**src/rtl/bram_port_arbiter_if.sv**
```systemverilog
// rtl/bram_port_arbiter_if.sv - requester and BRAM signal bundle for the BRAM port arbiter
// slave: arbiter side; master: requesters plus BRAM controller side.
interface bram_port_arbiter_if #(
   parameter int ADDR_W    = 12,
   parameter int DATA_W    = 32,
   parameter int MAX_BURST = 16
);
   localparam int LW = $clog2(MAX_BURST);
   localparam int NB = DATA_W / 8;

   logic              if_req;
   logic [ADDR_W-1:0] if_addr;
   logic [LW-1:0]     if_len;
   logic              if_gnt;
   logic              if_rvalid;
   logic [DATA_W-1:0] if_rdata;
   logic              if_done;

   logic              ls_req;
   logic [ADDR_W-1:0] ls_addr;
   logic [LW-1:0]     ls_len;
   logic              ls_we;
   logic              ls_wvalid;
   logic [DATA_W-1:0] ls_wdata;
   logic              ls_wready;
   logic              ls_gnt;
   logic              ls_rvalid;
   logic [DATA_W-1:0] ls_rdata;
   logic              ls_done;

   logic              bram_en;
   logic [NB-1:0]     bram_we;
   logic [ADDR_W-1:0] bram_addr;
   logic [DATA_W-1:0] bram_din;
   logic [DATA_W-1:0] bram_dout;
   logic              busy;

   modport slave (
      input  if_req, if_addr, if_len,
      output if_gnt, if_rvalid, if_rdata, if_done,
      input  ls_req, ls_addr, ls_len, ls_we, ls_wvalid, ls_wdata,
      output ls_wready, ls_gnt, ls_rvalid, ls_rdata, ls_done,
      output bram_en, bram_we, bram_addr, bram_din,
      input  bram_dout,
      output busy
   );

   modport master (
      output if_req, if_addr, if_len,
      input  if_gnt, if_rvalid, if_rdata, if_done,
      output ls_req, ls_addr, ls_len, ls_we, ls_wvalid, ls_wdata,
      input  ls_wready, ls_gnt, ls_rvalid, ls_rdata, ls_done,
      input  bram_en, bram_we, bram_addr, bram_din,
      output bram_dout,
      input  busy
   );
endinterface

```
**src/rtl/bram_port_arbiter.sv**
```systemverilog
// rtl/bram_port_arbiter.sv - burst arbiter sharing one BRAM port between instruction fetch and load/store
// Optional ARB_FIXED_PRIO_EN: fetch always wins ties instead of round-robin.
module bram_port_arbiter #(
   parameter int ADDR_W    = 12,
   parameter int DATA_W    = 32,
   parameter int MAX_BURST = 16
) (
   input logic                clk,
   input logic                rstn,
   bram_port_arbiter_if.slave bus
);
   localparam int LW = $clog2(MAX_BURST);
   localparam int NB = DATA_W / 8;

   typedef enum logic {ST_IDLE, ST_BURST} state_t;

   state_t            state_q, state_d;
   logic              owner_ls_q, owner_ls_d;
   logic              we_q, we_d;
   logic [ADDR_W-1:0] addr_q, addr_d;
   logic [LW-1:0]     cnt_q, cnt_d;
   logic              first_q, first_d;
   logic              rd_vld_q, rd_vld_d;
   logic              rd_ls_q, rd_ls_d;
   logic              rd_last_q, rd_last_d;
   logic              wdone_q, wdone_d;
`ifndef ARB_FIXED_PRIO_EN
   logic              last_ls_q, last_ls_d;
`endif

   logic wready;
   logic issue;
   logic last_beat;
   logic pick_ls;

   always_comb begin
      state_d    = state_q;
      owner_ls_d = owner_ls_q;
      we_d       = we_q;
      addr_d     = addr_q;
      cnt_d      = cnt_q;
      first_d    = 1'b0;
      rd_vld_d   = 1'b0;
      rd_ls_d    = rd_ls_q;
      rd_last_d  = 1'b0;
      wdone_d    = 1'b0;
`ifndef ARB_FIXED_PRIO_EN
      last_ls_d  = last_ls_q;
      // On a tie the requester that did not own the previous burst wins.
      pick_ls    = bus.ls_req & (~bus.if_req | ~last_ls_q);
`else
      pick_ls    = bus.ls_req & ~bus.if_req;
`endif

      wready    = (state_q == ST_BURST) & owner_ls_q & we_q & bus.ls_wvalid;
      issue     = (state_q == ST_BURST) & (~we_q | wready);
      last_beat = issue & (cnt_q == '0);

      case (state_q)
         ST_IDLE: begin
            if (bus.if_req | bus.ls_req) begin
               state_d    = ST_BURST;
               first_d    = 1'b1;
               owner_ls_d = pick_ls;
               addr_d     = pick_ls ? bus.ls_addr : bus.if_addr;
               cnt_d      = pick_ls ? bus.ls_len : bus.if_len;
               we_d       = pick_ls & bus.ls_we;
`ifndef ARB_FIXED_PRIO_EN
               last_ls_d  = pick_ls;
`endif
            end
         end
         ST_BURST: begin
            if (issue) begin
               addr_d = addr_q + 1'b1;
               cnt_d  = cnt_q - 1'b1;
               if (!we_q) begin
                  rd_vld_d  = 1'b1;
                  rd_ls_d   = owner_ls_q;
                  rd_last_d = last_beat;
               end
               if (last_beat) begin
                  state_d = ST_IDLE;
                  wdone_d = we_q;
               end
            end
         end
         default: state_d = ST_IDLE;
      endcase
   end

   always_ff @(posedge clk) begin
      if (!rstn) begin
         state_q    <= ST_IDLE;
         owner_ls_q <= 1'b0;
         we_q       <= 1'b0;
         addr_q     <= '0;
         cnt_q      <= '0;
         first_q    <= 1'b0;
         rd_vld_q   <= 1'b0;
         rd_ls_q    <= 1'b0;
         rd_last_q  <= 1'b0;
         wdone_q    <= 1'b0;
`ifndef ARB_FIXED_PRIO_EN
         last_ls_q  <= 1'b1;
`endif
      end else begin
         state_q    <= state_d;
         owner_ls_q <= owner_ls_d;
         we_q       <= we_d;
         addr_q     <= addr_d;
         cnt_q      <= cnt_d;
         first_q    <= first_d;
         rd_vld_q   <= rd_vld_d;
         rd_ls_q    <= rd_ls_d;
         rd_last_q  <= rd_last_d;
         wdone_q    <= wdone_d;
`ifndef ARB_FIXED_PRIO_EN
         last_ls_q  <= last_ls_d;
`endif
      end
   end

   assign bus.if_gnt    = first_q & ~owner_ls_q;
   assign bus.ls_gnt    = first_q & owner_ls_q;
   assign bus.if_rvalid = rd_vld_q & ~rd_ls_q;
   assign bus.ls_rvalid = rd_vld_q & rd_ls_q;
   assign bus.if_rdata  = (rd_vld_q & ~rd_ls_q) ? bus.bram_dout : '0;
   assign bus.ls_rdata  = (rd_vld_q & rd_ls_q) ? bus.bram_dout : '0;
   assign bus.if_done   = rd_vld_q & rd_last_q & ~rd_ls_q;
   assign bus.ls_done   = (rd_vld_q & rd_last_q & rd_ls_q) | wdone_q;
   assign bus.ls_wready = wready;
   assign bus.bram_en   = issue;
   assign bus.bram_we   = (issue & we_q) ? {NB{1'b1}} : '0;
   assign bus.bram_addr = issue ? addr_q : '0;
   assign bus.bram_din  = (issue & we_q) ? bus.ls_wdata : '0;
   assign bus.busy      = (state_q == ST_BURST) | rd_vld_q;
endmodule

```
**src/flat_wrapper.sv**
```systemverilog
// flat-port wrapper written by rule: the top's interface ports become plain ports
module bram_port_arbiter_flat 
#(
   parameter int ADDR_W    = 12,
   parameter int DATA_W    = 32,
   parameter int MAX_BURST = 16
)
  (clk, rstn, bus_if_req, bus_if_addr, bus_if_len, bus_if_gnt, bus_if_rvalid, bus_if_rdata, bus_if_done, bus_ls_req, bus_ls_addr, bus_ls_len, bus_ls_we, bus_ls_wvalid, bus_ls_wdata, bus_ls_wready, bus_ls_gnt, bus_ls_rvalid, bus_ls_rdata, bus_ls_done, bus_bram_en, bus_bram_we, bus_bram_addr, bus_bram_din, bus_bram_dout, bus_busy);
  bram_port_arbiter_if #(.ADDR_W(ADDR_W), .DATA_W(DATA_W), .MAX_BURST(MAX_BURST)) bus_i ();
  input logic clk;
  input logic rstn;
  input wire logic [$bits(bus_i.if_req)-1:0] bus_if_req;
  input wire logic [$bits(bus_i.if_addr)-1:0] bus_if_addr;
  input wire logic [$bits(bus_i.if_len)-1:0] bus_if_len;
  output wire logic [$bits(bus_i.if_gnt)-1:0] bus_if_gnt;
  output wire logic [$bits(bus_i.if_rvalid)-1:0] bus_if_rvalid;
  output wire logic [$bits(bus_i.if_rdata)-1:0] bus_if_rdata;
  output wire logic [$bits(bus_i.if_done)-1:0] bus_if_done;
  input wire logic [$bits(bus_i.ls_req)-1:0] bus_ls_req;
  input wire logic [$bits(bus_i.ls_addr)-1:0] bus_ls_addr;
  input wire logic [$bits(bus_i.ls_len)-1:0] bus_ls_len;
  input wire logic [$bits(bus_i.ls_we)-1:0] bus_ls_we;
  input wire logic [$bits(bus_i.ls_wvalid)-1:0] bus_ls_wvalid;
  input wire logic [$bits(bus_i.ls_wdata)-1:0] bus_ls_wdata;
  output wire logic [$bits(bus_i.ls_wready)-1:0] bus_ls_wready;
  output wire logic [$bits(bus_i.ls_gnt)-1:0] bus_ls_gnt;
  output wire logic [$bits(bus_i.ls_rvalid)-1:0] bus_ls_rvalid;
  output wire logic [$bits(bus_i.ls_rdata)-1:0] bus_ls_rdata;
  output wire logic [$bits(bus_i.ls_done)-1:0] bus_ls_done;
  output wire logic [$bits(bus_i.bram_en)-1:0] bus_bram_en;
  output wire logic [$bits(bus_i.bram_we)-1:0] bus_bram_we;
  output wire logic [$bits(bus_i.bram_addr)-1:0] bus_bram_addr;
  output wire logic [$bits(bus_i.bram_din)-1:0] bus_bram_din;
  input wire logic [$bits(bus_i.bram_dout)-1:0] bus_bram_dout;
  output wire logic [$bits(bus_i.busy)-1:0] bus_busy;
  assign bus_i.if_req = bus_if_req;
  assign bus_i.if_addr = bus_if_addr;
  assign bus_i.if_len = bus_if_len;
  assign bus_if_gnt = bus_i.if_gnt;
  assign bus_if_rvalid = bus_i.if_rvalid;
  assign bus_if_rdata = bus_i.if_rdata;
  assign bus_if_done = bus_i.if_done;
  assign bus_i.ls_req = bus_ls_req;
  assign bus_i.ls_addr = bus_ls_addr;
  assign bus_i.ls_len = bus_ls_len;
  assign bus_i.ls_we = bus_ls_we;
  assign bus_i.ls_wvalid = bus_ls_wvalid;
  assign bus_i.ls_wdata = bus_ls_wdata;
  assign bus_ls_wready = bus_i.ls_wready;
  assign bus_ls_gnt = bus_i.ls_gnt;
  assign bus_ls_rvalid = bus_i.ls_rvalid;
  assign bus_ls_rdata = bus_i.ls_rdata;
  assign bus_ls_done = bus_i.ls_done;
  assign bus_bram_en = bus_i.bram_en;
  assign bus_bram_we = bus_i.bram_we;
  assign bus_bram_addr = bus_i.bram_addr;
  assign bus_bram_din = bus_i.bram_din;
  assign bus_i.bram_dout = bus_bram_dout;
  assign bus_busy = bus_i.busy;
  bram_port_arbiter #(.ADDR_W(ADDR_W), .DATA_W(DATA_W), .MAX_BURST(MAX_BURST)) u_core (.clk(clk), .rstn(rstn), .bus(bus_i));
endmodule
```
**config.mk**
```make
export PLATFORM = sky130hd
export DESIGN_NAME = bram_port_arbiter_flat
export DESIGN_NICKNAME = d
export VERILOG_FILES = /design/src/rtl/bram_port_arbiter_if.sv /design/src/rtl/bram_port_arbiter.sv /design/src/flat_wrapper.sv
export SDC_FILE = /design/constraint.sdc
export NUM_CORES = 1
export LEC_CHECK = 0
export CAP_MARGIN = 40
export CORE_MARGIN = 3
export CORE_UTILIZATION = 31
export DETAILED_ROUTE_END_ITERATION = 10
export PLACE_DENSITY = 0.84
export SYNTH_ARGS = -nofsm -noshare
export SYNTH_HDL_FRONTEND = slang
export SYNTH_SLANG_ARGS = --single-unit
export TNS_END_PERCENT = 1
```
**constraint.sdc**
```tcl
create_clock -name clk -period 2 [get_ports clk]
set_clock_uncertainty 0.05 [all_clocks]
set_input_delay 0.4 -clock clk [delete_from_list [all_inputs] [get_ports clk]]
set_output_delay 0.4 -clock clk [all_outputs]
set_load 0.02 [all_outputs]
```
==> results.md, run 1 <==
- Status: completed
- Final period util: between 90% and 100%
- Placed insts: 643
- Final WS setup: 47.9 ps
- Slew @ Worst Pin: around 660 ps
- Drt first pass iters: 4
- Post-Syn Area: 0.00229 mm^2
- Max clock buf depth: 2
- Finish-stage setup viols: 0
- Finished Layout Cells: between 600 and 700
- Initial DRC count: about 120
- Placement Rows: 30
- Vias post-DR: 3,209
- Core box area: 0.00698 mm^2
- Max Cap Viol: 0
- Worst path max stage delay: ~600 ps
- WL per Instance: 16.0 um
- Final hold violations: 0
- Largest net degree at the start of global routing: 35
- # clock sinks: 25
- Drt drc: 0
- Worst-path clk slew: 90 ps
- Share of post-route cells with drive strength above 1: 17.1%
- Htree depth: 1
- Net Count, Synth: 422
- Synth unique cells: 56
- Fin util: 66.0%
- Routed WL: about 10 mm
- Post-DP HPWL: 8.57 mm
- Max VDD drop: approximately 270 uV
- Initial antenna violation count: 0
- Die ar.: 0.00847 mm^2
- Vias in the first global route: 3,034
- Antenna viol nets, final: 0
- PwrDens: roughly 380 mW/mm^2
- CTS Buf Count: 3
- Worst-path cell chain: buf_4 -> and2_1 -> clkdlybuf4s50_1
- Static leakage: approximately 2.4 nW
- CP startpoint kind: register
- Reg-to-reg critical path endpoint: u_core.addr_q[5]$_SDFFE_PN0P_
- CTS root buf: clkbuf_8
- # port buffers: 222
- Worst EP required: roughly 1600 ps
- Hold Crit Class: reg2reg
- Worst Hold Launch: u_core.cnt_q[3]$_SDFFE_PN0P_
- Layout Nets: roughly 660
- Io pins: roughly 220
- Clock Latency Late Sink: around 270 ps
- Final Critical Period: between 1500 and 2000 ps
- CP delay by family, top: buffers and inverters
- Post-synthesis sequential area ratio: 21.8%
- Setup WS pre-CTS: -657 ps
- Area Growth Syn to Fin: 101%
- First-pass GRT wire length: 15.7 mm
- Synth warnings: 0
- Crit path capture type: primary output
- All-Layer GR Usage: approximately 22%
- Initial core utilization: 32.9%
- Worst hold endpoint: u_core.cnt_q[3]$_SDFFE_PN0P_
- Critical path type: reg2out
- Drt via density: between 4 and 5
- Pins Over Slew Limit: 0
- Worst reg2reg path startpoint: u_core.state_q$_SDFF_PN0_
- Chip width: around 90 um
- Crit-path slowest cell: clkdlybuf4s50_1
- WP buf/inv: 2
- Slew HR: between 50% and 60%
- Crit path from: u_core.owner_ls_q$_SDFFE_PN0P_
- Register-to-Register Path Depth: 5
- Post-Synthesis Mean Instance Area: about 7.2 um^2
- Antenna cells: 0
- Asr flop ratio synth: 0%
- Gp weighted congestion: around 0.90
- TritonCTS clock tree: built
- Peak Freq: 512 MHz
- R2R Setup Slk: 210 ps
- WP data arrival: about 1500 ps
- RSZ-0062 raised after global routing: yes
- WHS Path Cells: 2
- Synth Register Bits: 25
- Chip height: 92.0 um
- FILL cells: between 600 and 700
- Gr ovfl total: 0
- Post-synth EDFFs: 0
- Main synth FF type: dfxtp_1
- Worst-path fanout max: 4
- Cells after Synth: between 300 and 400
[repair_timing]
| action | in CTS | in global routing |
|---|---|---|
| hold buffers | 0 | 0 |
| gates resized for setup | 229 | 30 |
| endpoints found under the setup margin | 121 | 65 |
| buffers inserted | 0 | 0 |
| gates cloned | 0 | 0 |
| pin swaps | 1 | 0 |
[area by class of cell]
type | count | area, um^2 | share of cell area [%]
Sequential cell | 25 | 503 | 10.9
Multi-Input combinational cell | 259 | 1650 | 35.8
Timing Repair Buffer | 256 | 2260 | 49.1
Inverter | 7 | 26.3 | 0.570
Clock buffer | 4 | 45.0 | 0.977
Tap cell | 96 | 120 | 2.61
[report_power, final]
group / leakage (nW) / switching [mW] / total, mW / internal (mW)
clock network: 0.0228 / 0.170 / 0.313 / 0.143
logic: 2.20 / 0.398 / 0.841 / 0.443
registers: 0.207 / 0.0518 / 0.602 / 0.550
[per-layer routing]
metal	global-route usage [%]	wire (um)	up-vias
met4	2.48	79	0
met1	26.9	4160	1460
met3	4.27	778	8
met5	0	0	-
li1	-	-	1588
met2	42.3	5350	153
[sequential cells by signal, indices dropped and copies added, names as in the netlist]
signal             flops
u_core.addr_q         12
u_core.cnt_q           4
u_core.first_q         1
u_core.last_ls_q       1
u_core.owner_ls_q      1
u_core.rd_last_q       1
u_core.rd_ls_q         1
u_core.rd_vld_q        1
u_core.state_q         1
u_core.wdone_q         1
u_core.we_q            1
[worst reg2reg max path, stage by stage (launching register included)]
cell and delay, ps:
dfxtp_1 360, buf_6 220, nor3_1 130, a21oi_1 530, a31oi_1 210, o21a_1 200
[placed cells by master, fill, tap and decap left out, types with 3 or more instances in the layout]
master	synthesis	layout
clkdlybuf4s50_1	0	101
and2_1	67	67
dlygate4sd2_1	0	66
and3_1	44	44
buf_4	4	32
buf_2	2	29
dfxtp_1	25	23
nand2_1	20	20
nor2_1	19	19
a21oi_1	13	13
nor3_1	12	11
clkdlybuf4s15_1	0	11
mux2_1	6	6
o21ai_0	6	6
nand3_1	5	5
nand4_1	5	5
o31ai_1	5	5
a31oi_1	5	5
clkdlybuf4s15_2	0	5
clkbuf_2	0	5
inv_1	4	4
o21a_1	3	3
o31a_1	3	3
ha_1	3	3
clkbuf_8	0	3
buf_6	3	3
[worst max-delay path by stage]
stage,slack [ps],end,depth (start not counted)
detailed placement,-660,bus_bram_din[5],6
CTS,-180,bus_ls_done,4
finish,50,bus_ls_gnt,3
floorplan,30,bus_bram_we[1],4
global placement,-620,bus_bram_din[6],6
global route,-20,bus_bram_din[31],5
[synthesized netlist by cell type, types with 2 or more instances]
cell type / n / share of area [%]
nand4_1: 5 / 1.4
clkbuf_1: 17 / 2.8
a21o_1: 2 / 0.65
o31ai_1: 5 / 1.6
mux2_1: 6 / 2.9
ha_1: 3 / 1.6
o21ai_0: 6 / 1.3
nand3_1: 5 / 1.1
a21bo_2: 2 / 0.87
nand2_1: 20 / 3.3
and2_1: 67 / 18
nor2_1: 19 / 3.1
a221oi_1: 2 / 0.76
o21ai_1: 2 / 0.44
a31oi_1: 5 / 1.4
o21a_1: 3 / 0.98
buf_6: 3 / 1.5
a21oi_1: 13 / 2.8
and3_1: 44 / 12
mux2i_1: 2 / 0.87
nand2b_1: 2 / 0.55
a32oi_1: 2 / 0.76
o211ai_1: 2 / 0.65
buf_4: 4 / 1.3
inv_1: 4 / 0.65
inv_2: 2 / 0.33
dfxtp_1: 25 / 22
o31a_1: 3 / 1.1
nor2b_1: 3 / 0.82
nor3_1: 12 / 2.6
buf_2: 2 / 0.44
[cell families (layout without fill, tap and decap cells)]
group	Yosys count	after routing	share of synthesized area (%)
AOI/OAI and AO/OA	59	59	18.0
and+or+nand+nor	188	188	46.9
DFF	25	25	21.8
muxes	9	9	4.47
adders and majority gates	3	3	1.64
buffers and inverters	33	267	7.14
[stage by stage]
step	TNS (ps)	instance area (um^2)	total power, mW	hold WS (ps)
3_5_place_dp	-35400	4780	1.48	440
3_3_place_gp	-33120	4780	1.46	418
2_1_floorplan	0	2290	1.00	406
5_1_grt	-72.8	4610	1.84	471
4_1_cts	-180	4590	1.75	452
6_report	0	4610	1.76	450
(Power assumes the default switching activity.)
==> run 2: changes to the inputs <==
- CORE_UTILIZATION: 31 -> 33
- PLACE_DENSITY: 0.84 -> 0.89
- clock period: 2 -> 2.5 ns (I/O delays scaled with it)
==> results.md, run 2 (synthesis results as in run 1) <==
- RSZ-0062 raised after global routing: no
- Sum of negative setup slack: 0 ps
- CTS root buf: clkbuf_8
- Drt drc: 0
- WL per Instance: 16.9 um
- Worst-path fanout max: 33
- Final Critical Period: between 2000 and 2500 ps
- Core box area: between 0.006 and 0.007 mm^2
- Tot Pwr: between 1 and 1.5 mW
- Hold slack: around 460 ps
- Peak Freq: roughly 420 MHz
- Setup bufs post-CTS: 0
- Design internal power: between 800 and 900 uW
- Largest net degree at the start of global routing: 39
- Switching share of power: between 30% and 40%
- Vias post-DR: roughly 3,100
- Max VDD drop: around 310 uV
- Max clock buf depth: 2
- Finish-stage setup viols: 0
- Vias in the first global route: 2,853
- Io pins: between 200 and 250
- Finished Layout Cells: between 600 and 700
- Gr ovfl total: 0
- Final period util: a little over nine tenths
- Static leakage: 2.01 nW
- Clock Latency Late Sink: 270 ps
- Fraction of power consumed by sequential logic: between 30% and 40%
- PwrDens: ~300 mW/mm^2
- Layout Nets: roughly 640
- Post-DP HPWL: ~8.5 mm
- # port buffers: ~220
- Initial DRC count: 116
- Net Switching: around 480 uW
- Htree depth: 1
- Placed insts: 606
- # clock sinks: 25
- Clock Power Share: approximately 18%
- Most frequent cells in the layout: clkdlybuf4s50_1, and2_1, and3_1, clkdlybuf4s15_2, dfxtp_1
- Status: completed
- Max Cap Viol: 0
- Max reg flops: 12
- Hold Crit Class: reg2reg
- Comb pwr share: roughly 47%
- Worst-path clk slew: about 90 ps
- CP startpoint kind: register
- All-Layer GR Usage: 23.5%
- Critical path type: reg2out
- Worst EP required: 1950 ps
- Most common cell after layout, fill and taps aside: clkdlybuf4s50_1
- Die ar.: approximately 0.008 mm^2
- FILL cells: 523
- Antenna viol nets, final: 0
- Share of post-route cells with drive strength above 1: 12.0%
- First-pass GRT wire length: 14.7 mm
- Placement Rows: 29
- Chip height: slightly below 90 um
- Gp weighted congestion: around 0.87
- Chip width: slightly below 90 um
- Routed WL: 10.3 mm
- Final hold violations: 0
- Top flop regs: u_core.addr_q: 12 flops, u_core.cnt_q: 4 flops
- WP data arrival: ~1800 ps
- Pins Over Slew Limit: 0
- CTS Buf Count: 3
- Drt first pass iters: 4
- Drt via density: around 5.1
- Antenna cells: 0
- Crit path capture type: primary output
- TritonCTS clock tree: built
- Area Growth Syn to Fin: 104%
- Slew HR: roughly two thirds
- Slew @ Worst Pin: 503 ps
- Largest Register: u_core.addr_q
- Initial core utilization: 35.1%
- Initial antenna violation count: 0
-- run 2: area by class of cell --
class	instances	area [um^2]	area share, %
Inverter	7	26.3	0.561
Sequential cell	25	500	10.7
Timing Repair Buffer	238	2360	50.5
Clock inverter	1	7.51	0.160
Clock buffer	3	41.3	0.882
Tap cell	77	96.3	2.06
Multi-Input combinational cell	259	1650	35.2
-- run 2: timing repair --
action,4_1_cts,5_1_grt
setup endpoints to repair,50,38
resized for setup,117,2
hold buffers,0,0
pin swaps,0,0
-- run 2: through the flow --
stage                     worst slack, ps  instance area, um^2  util [%]
after floorplan                       426                 2290         -
after global placement               -294                 4610      70.6
after detailed placement             -327                 4610      70.6
after CTS                           -10.6                 4670      71.6
after global routing                 13.2                 4680      71.7
final                                 113                 4680      71.7
-- run 2: per-layer routing --
metal	part of all wire [%]	global-route usage [%]	up-vias	wire, um
met1	37	27.7	1394	3860
li1	-	-	1548	-
met4	1.1	4.74	0	114
met5	0	0	-	0
met3	9.1	4.52	13	939
met2	52	44.0	153	5380
-- run 2: worst max-delay path, stage by stage (launching register included) --
cell             delay [ps]
dfxtp_1                 360
buf_4                   260
and2_1                  180
a21o_1                  120
clkdlybuf4s50_1         640
-- run 2: worst paths after layout --
| check | start | end | slack, ps | cells after the start |
|---|---|---|---|---|
| min | u_core.cnt_q[3]$_SDFFE_PN0P_ | u_core.cnt_q[3]$_SDFFE_PN0P_ | 460 | 2 |
| max | u_core.rd_ls_q$_SDFFE_PN0P_ | bus_ls_done | 110 | 4 |
| max reg2reg | u_core.owner_ls_q$_SDFFE_PN0P_ | u_core.addr_q[7]$_SDFFE_PN0P_ | 690 | 5 |
| min reg2reg | u_core.cnt_q[3]$_SDFFE_PN0P_ | u_core.cnt_q[3]$_SDFFE_PN0P_ | 460 | 2 |
-- run 2: power groups by stage --
stage	clock, mW	combinational, mW	sequential [mW]
6_report	0.248	0.643	0.491
5_1_grt	0.269	0.695	0.497
4_1_cts	0.251	0.643	0.488
3_5_place_dp	0	0.650	0.497
3_3_place_gp	0	0.636	0.495
2_1_floorplan	0	0.317	0.483
